===== src/rtl/compute_arbiter.sv =====
// compute_arbiter
//   Round-robin scheduler that shares one compute unit among NUM_UNITS
//   requesters. It picks a requester, issues one request pulse to the compute
//   unit, waits for completion (or a timeout) and then pulses done/err back
//   to the owner.
//
// Ports
//   clk, rst_n      clock, asynchronous active-low reset
//   req_i           level request per unit (held until done_o/err_o)
//   op_i            per-unit op type, unit k at [k*COMP_W +: COMP_W]
//   grant_o         one-hot owner, steers the external data mux
//   done_o, err_o   one-cycle completion / timeout pulse to the owner
//   busy_o          high whenever the FSM is not idle
//   cu_ready_i      compute unit can accept a request
//   cu_request_o    request pulse to the compute unit
//   cu_unit_id_o    owner index presented to the compute unit
//   cu_comp_type_o  op type latched from the owner
//   cu_done_i       compute unit completion pulse
module compute_arbiter #(
  parameter int NUM_UNITS = 4,
  parameter int ID_W      = 2,
  parameter int COMP_W    = 2,
  parameter int TIMEOUT   = 64
) (
  input  logic                        clk,
  input  logic                        rst_n,
  input  logic [NUM_UNITS-1:0]        req_i,
  input  logic [NUM_UNITS*COMP_W-1:0] op_i,
  output logic [NUM_UNITS-1:0]        grant_o,
  output logic [NUM_UNITS-1:0]        done_o,
  output logic [NUM_UNITS-1:0]        err_o,
  output logic                        busy_o,
  input  logic                        cu_ready_i,
  output logic                        cu_request_o,
  output logic [ID_W-1:0]             cu_unit_id_o,
  output logic [COMP_W-1:0]           cu_comp_type_o,
  input  logic                        cu_done_i
);

  localparam logic [1:0] S_IDLE  = 2'd0;
  localparam logic [1:0] S_ISSUE = 2'd1;
  localparam logic [1:0] S_WAIT  = 2'd2;
  localparam logic [1:0] S_RESP  = 2'd3;
  localparam int CNT_W = 10;

  logic [1:0]       state;
  logic [ID_W-1:0]  idx;
  logic [ID_W-1:0]  ptr;
  logic [CNT_W-1:0] cnt;

  // Round-robin pick: first set request at or above ptr, wrapping modulo
  // NUM_UNITS. sum carries one extra bit so ptr+i cannot overflow before
  // the wrap.
  logic            found;
  logic [ID_W-1:0] win;
  logic [ID_W:0]   sum;

  always_comb begin
    found = 1'b0;
    win   = '0;
    sum   = '0;
    for (int i = 0; i < NUM_UNITS; i++) begin
      sum = {1'b0, ptr} + (ID_W+1)'(i);
      if (sum >= (ID_W+1)'(NUM_UNITS)) sum = sum - (ID_W+1)'(NUM_UNITS);
      if (!found && req_i[sum[ID_W-1:0]]) begin
        found = 1'b1;
        win   = sum[ID_W-1:0];
      end
    end
  end

  assign busy_o       = (state != S_IDLE);
  assign cu_request_o = (state == S_ISSUE) && cu_ready_i;
  assign cu_unit_id_o = idx;

  always_ff @(posedge clk or negedge rst_n) begin
    if (!rst_n) begin
      state          <= S_IDLE;
      idx            <= '0;
      ptr            <= '0;
      cnt            <= '0;
      grant_o        <= '0;
      done_o         <= '0;
      err_o          <= '0;
      cu_comp_type_o <= '0;
    end else begin
      // done/err are single-cycle: only the WAIT->RESP transition sets them.
      done_o <= '0;
      err_o  <= '0;
      case (state)
        S_IDLE: begin
          if (found) begin
            idx            <= win;
            grant_o        <= NUM_UNITS'(1) << win;
            cu_comp_type_o <= op_i[int'(win)*COMP_W +: COMP_W];
            state          <= S_ISSUE;
          end
        end
        S_ISSUE: begin
          // Stall here indefinitely while the compute unit is not ready.
          if (cu_ready_i) begin
            cnt   <= '0;
            state <= S_WAIT;
          end
        end
        S_WAIT: begin
          cnt <= cnt + 1'b1;
          // Completion takes priority over a coincident timeout.
          if (cu_done_i) begin
            done_o <= NUM_UNITS'(1) << idx;
            state  <= S_RESP;
          end else if (cnt == CNT_W'(TIMEOUT-1)) begin
            err_o <= NUM_UNITS'(1) << idx;
            state <= S_RESP;
          end
        end
        default: begin // S_RESP
          grant_o <= '0;
          ptr     <= (idx == ID_W'(NUM_UNITS-1)) ? '0 : idx + 1'b1;
          state   <= S_IDLE;
        end
      endcase
    end
  end

  a_grant_oh:  assert property (@(posedge clk) disable iff (!rst_n) $onehot0(grant_o));
  a_done_oh:   assert property (@(posedge clk) disable iff (!rst_n) $onehot0(done_o));
  a_err_oh:    assert property (@(posedge clk) disable iff (!rst_n) $onehot0(err_o));
  a_done_err:  assert property (@(posedge clk) disable iff (!rst_n) !(|done_o && |err_o));
  a_req_issue: assert property (@(posedge clk) disable iff (!rst_n) cu_request_o |-> state == S_ISSUE);

endmodule


===== config.mk =====
export PLATFORM = sky130hd
export DESIGN_NAME = compute_arbiter
export DESIGN_NICKNAME = d
export VERILOG_FILES = /design/src/rtl/compute_arbiter.sv
export SDC_FILE = /design/constraint.sdc
export NUM_CORES = 1
export LEC_CHECK = 0
export CORE_ASPECT_RATIO = 1.5
export CORE_MARGIN = 2
export CORE_UTILIZATION = 40
export DETAILED_ROUTE_END_ITERATION = 8
export GPL_TIMING_DRIVEN = 0
export PLACE_DENSITY = 0.65
export SLEW_MARGIN = 10
export SYNTH_ARGS = -nofsm -noshare
export SYNTH_HDL_FRONTEND = slang
export SYNTH_SLANG_ARGS = --single-unit
export TNS_END_PERCENT = 30

===== constraint.sdc =====
create_clock -name clk -period 2.39 [get_ports clk]
set_input_delay 0.478 -clock clk [delete_from_list [all_inputs] [get_ports clk]]
set_output_delay 0.478 -clock clk [all_outputs]
set_load 0.03 [all_outputs]

* Word-level counts from Yosys, hierarchy flattened
Cells that the tools add are included.
** Word-level totals
- Input bits :: 16
- Output and inout port bits :: 18
- Bits in registers :: 30
- Logic and storage cells :: 87
** Cells by class
- Add/subtract/negate cells :: 9
- Bitwise logic cells :: 1
- Equality and inequality tests :: 7
- Shifts and indexed selects :: 3
- Reduce and logical (&&, ||, !) cells :: 16
- Multiplexer cells :: 35
- $lt $le $gt $ge :: 8
** Operators by type and width (count)
- 2-to-1 mux 2 bit :: 13
- 2-to-1 mux 4 bit :: 6
- one-hot mux 10 bit (2 select lines) :: 1
- < comparator 2 x 3 -> 1 bit, second input constant :: 4
- adder 10 x 1 -> 10 bit, second input constant :: 1
- == test 10 x 6 -> 1 bit, second input constant :: 1
- 2-to-1 mux 10 bit :: 1
- >= comparator 3 bit, second input constant :: 3
- binary-select mux 1 bit (select 2 bit) :: 4
- 2-to-1 mux 1 bit :: 8
- one-hot mux 4 bit (2 select lines) :: 1
- variable part select 8 x 4 -> 2 bit :: 1
- << shifter 1 x 2 -> 4 bit, first input constant :: 2
- subtractor 2 x 1 -> 2 bit, second input constant :: 4
- adder 2 x 2 -> 3 bit, second input constant :: 2
- one-hot mux 2 bit (3 select lines) :: 1
- AND reduction 2 bit :: 3
- == test 2 bit, second input constant :: 2
- logical AND 1 bit :: 4
- inequality test 2 bit, second input constant :: 2
- nonzero test 2 bit :: 2
- adder 2 x 1 -> 3 bit, second input constant :: 1
- >= comparator 2 x 3 -> 1 bit, second input constant :: 1
- zero test 1 bit :: 3
- other kinds (8) :: 8

* Logic depth before layout (Yosys ltp)
- Depth in word-level cells :: 17
- Depth in mapped cells :: 7
- Depth with buffers taken out :: 7

* Least setup slack after synthesis
OpenSTA, ideal clock, no wires.
- Path type :: register -> register
- From :: register state[1]
- To :: register cnt[9]
- Stages on the path, launching flop included :: 8
- Library setup time :: 0.127 ns
- Clock period less this slack :: 1.548 ns
- Buffers on the path :: 0
- Arrival time :: 1.421 ns
- Slack :: 0.842 ns
- Required time :: 2.263 ns
- Path through :: dfrtp_1 -> inv_1 -> ha_1 -> mux2i_1 -> nand4b_4 -> nor3_2 -> xnor2_1 -> nor2_1
** Between the ends
- Word-level cells in the longest chain between the ends :: 3
- Elaborated cells between the ends (all ways) :: 6
- Those cells by class :: eq/ne (3); mux (1); reduce/logical (2)
** RTL lines
- start, declared :: RTL line 46 : logic [1:0] state;
- start signal, assigned :: RTL line 78 : state <= S_IDLE;
- start signal, assigned :: RTL line 96 : state <= S_ISSUE;
- start signal, assigned :: RTL line 103 : state <= S_WAIT;
- == test 2 x 1 -> 1 bit / == test 2 bit (equally long branches) :: RTL line 90 : case (state)
- inequality test 2 bit (no source line) / nonzero test 2 bit (equally long branches)
- AND reduction 2 bit (no source line)
- end signal, assigned :: RTL line 107 : cnt <= cnt + 1'b1;
- end, declared :: RTL line 49 : logic [CNT_W-1:0] cnt;
Several ways; a longest one is shown, not always the timed one.
A chain may end at the register's enable or synchronous reset.

* Worst setup path in the final report
- From :: register state[1]
- To :: output cu_request_o
** Between the ends
- Word-level cells in the longest chain between the ends :: 2
** RTL lines
- == test 2 x 1 -> 1 bit :: RTL line 73 : assign cu_request_o = (state == S_ISSUE) && cu_ready_i;
- logical AND 1 bit :: RTL line 73
- end, declared :: RTL line 34 : output logic cu_request_o,
No other way between the ends.

==> flow_metrics.py <==
metrics = {
    "yosys": {
        "synth_top_cell_by_area": "dfrtp_1",
        "synth_cell_type_count": 38,
        "yosys_warnings": 0,
        "ys_seq_area_frac": 0.4766,
        "synth_edf_count": 0,
        "synth_top_flop_cell": "dfrtp_1",
        "ys_async_sr_fraction": 1.000,
        "ys_ff_latch": 30,
        "syn_area_um2": 1575,
        "synth_area_per_cell_um2": 10.64,
        "syn_inst": 148,
        "yosysTopAreaCellShare": 0.4766,
        "synthTopCellsByArea": "dfrtp_1 (48%), ha_1 (7.1%), mux2i_1 (4.4%)",
        "syn_nets": 173,
    },
    "global_route": {
        "grt_pass1_wl_mm": 5.754,
        "grt_max_degree": 31,
        "grt.overflow.total": 0,
        "track_usage": 0.1694,
        "antenna_found_initial": 0,
        "grt_pass1_vias": 1303,
    },
    "cells_and_area": {
        "syn_to_final_growth_pct": 29.86,
        "layout-drive-gt1-share": 0.1058,
        "nFillCells": 367,
        "nets": 213,
        "final_common_cell": "clkdlybuf4s50_1",
        "final_util": 0.5505,
        "antenna_cells": 0,
        "mostFrequentLayoutCells": "clkdlybuf4s50_1 (32), dfrtp_1 (30), nand2_1 (18)",
    },
    "worst_setup_path": {
        "end_kind": "output pin",
        "cp_max_fo": 4,
        "rr_worst_depth": 7,
        "arrival_ns": 1.80,
        "path_class": "reg -> out",
        "critPathRequiredTime_ns": 1.91,
        "setup.worst_path.start_class": "register",
    },
    "floorplanning": {
        "initial_core_util": 0.4239,
        "ios": 34,
        "die_w_um": 55.24,
        "placementRows": 27,
        "core_um2": 3716,
        "die_area_um2": 4466,
        "die_h_um": 80.86,
    },
    "flow_run": {
        "drv_cap": 0,
    },
    "timing": {
        "rsz0062_at_grt": "false",
        "worst_pin_slew_ns": 0.6805,
        "setup_viol": 0,
        "period_share": 0.9516,
        "hold_violations": 0,
        "drv_slew": 0,
        "fmax_ghz": 0.4397,
        "min_period_ns": 2.274,
        "relSlewSlack": 0.5464,
        "tns_ns": 0,
        "fin_skew_ns": 0.005816,
    },
    "clock_tree": {
        "cts_made_buffers": 5,
        "cts_root_buf": "clkbuf_8",
        "clk_pin_slew_worst_paths_ns": 0.06,
        "clock_sinks": 30,
        "postCtsSetupRepairBufs": 0,
        "ctsHoldBuffers": 0,
        "cts_resized": 0,
        "clk-insertion-delay-late_ns": 0.28,
        "ctsLongestPathBuffers": 2,
        "htreeDepth": 2,
        "cts_tree": "yes",
    },
    "detailed_routing": {
        "drt-total-wl_mm": 3.296,
        "wire_per_inst_um": 14.21,
        "wl_met1_mm": 1.168,
        "drtAntennaViolNets": 0,
        "wl_met2_mm": 1.876,
        "via_count": 1190,
        "first_iter_violations": 46,
        "drtPass1Iterations": 4,
        "dr.max_layer_used": "met4",
        "via_per_inst": 5.129,
        "wl_met3_um": 185,
        "drc_errors": 0,
    },
    "placement": {
        "portBuffers": 33,
        "dp.final_hpwl_mm": 2.592,
        "finalWeightedCongestion": 0.6968,
    },
    "power_and_ir_drop": {
        "p_leak_nw": 0.9532,
        "vdd.ir_drop.worst_uv": 823.1,
        "power.density_nw_per_um2": 1147,
    },
    "outcome": {
        "status": "complete, no violations",
    },
    "min_path": {
        "hp-class": "in -> async",
    },
}
[registers in the layout, summed over array words and instances, names as in the netlist]
name and cells:
cnt 10, done_o 4, err_o 4, grant_o 4, cu_comp_type_o 2, cu_unit_id_o 2, ptr 2, state 2
[path summary, 6_finish.rpt]
path | start | to | slack [ns]
worst max register to register | state[1] | cnt[9] | 0.59
worst min register to register | cu_comp_type_o[0] | cu_comp_type_o[0] | 0.50
worst max-delay path | state[1] | cu_request_o | 0.12
worst min-delay path | rst_n | cnt[3] | 0.23
max in group asynchronous | rst_n | state[0] | 1.72
min in group clk | cu_comp_type_o[0] | cu_comp_type_o[0] | 0.50
[power breakdown]
part	switching, mW	leakage [nW]	internal (mW)	total (mW)
combinational	0.635	0.506	0.515	1.15
clock	0.186	0.0482	0.232	0.418
sequential	0.128	0.399	0.650	0.778
total	0.950	0.953	1.40	2.35
[per-layer routing]
layer / GRT usage / vias up
li1: - / 590
met1: 0.1626 / 563
met2: 0.3274 / 32
met3: 0.05414 / 5
met4: 0.07317 / 0
met5: 0 / -
[worst max-delay path, cell delays in order (launching register included)]
cell,delay (ns)
dfrtp_1,0.41
inv_1,0.10
ha_1,0.19
and2_1,0.15
clkdlybuf4s50_1,0.67
[logic make-up after synthesis]
kind of cell,Yosys count,share of synthesized area
mux,9,0.06116
fa+ha+maj,9,0.07149
xor+xnor,5,0.02780
compound gates,24,0.1215
flops,30,0.4766
buf+inv,13,0.03574
simple gates,58,0.2057
[stage by stage]
step | hold slack (ns) | std cells | cell area (um2) | power (mW) | worst slack [ns]
2_1_floorplan | 0.1824 | 148 | 1575 | 1.570 | 0.8421
3_5_place_dp | 0.4853 | 224 | 1954 | 1.952 | 0.1294
3_3_place_gp | 0.4763 | 224 | 1959 | 1.904 | 0.1403
5_1_grt | 0.2800 | 232 | 2046 | 2.525 | 0.02380
4_1_cts | 0.2443 | 232 | 2046 | 2.383 | 0.08324
6_report | 0.2273 | 232 | 2046 | 2.346 | 0.1157
[cell usage after synthesis (2+ instances only)]
library cell / instances
nor4_1: 2
nand3_1: 3
a21oi_1: 5
xor2_1: 3
ha_1: 9
or3_1: 3
clkbuf_1: 2
o221ai_2: 2
nor2_1: 9
nor3_2: 2
xnor2_1: 2
nand2b_1: 3
and2_1: 5
o21ai_0: 6
inv_1: 9
a22o_1: 3
dfrtp_1: 30
and3_1: 5
o21ai_1: 3
mux2i_1: 7
nand2_1: 18
[layout make-up]
| type | instances | area, um2 | area share |
|---|---|---|---|
| Multi-Input combinational cell | 105 | 768.2 | 0.3755 |
| Inverter | 10 | 37.54 | 0.01835 |
| Timing Repair Buffer | 33 | 325.3 | 0.1590 |
| Buffer | 3 | 18.77 | 0.009174 |
| Sequential cell | 30 | 750.7 | 0.3670 |
| Clock buffer | 7 | 86.33 | 0.04220 |
| Clock inverter | 1 | 5.005 | 0.002446 |
| Tap cell | 43 | 53.80 | 0.02630 |
No activity file was read; power rests on OpenSTA's default activity.
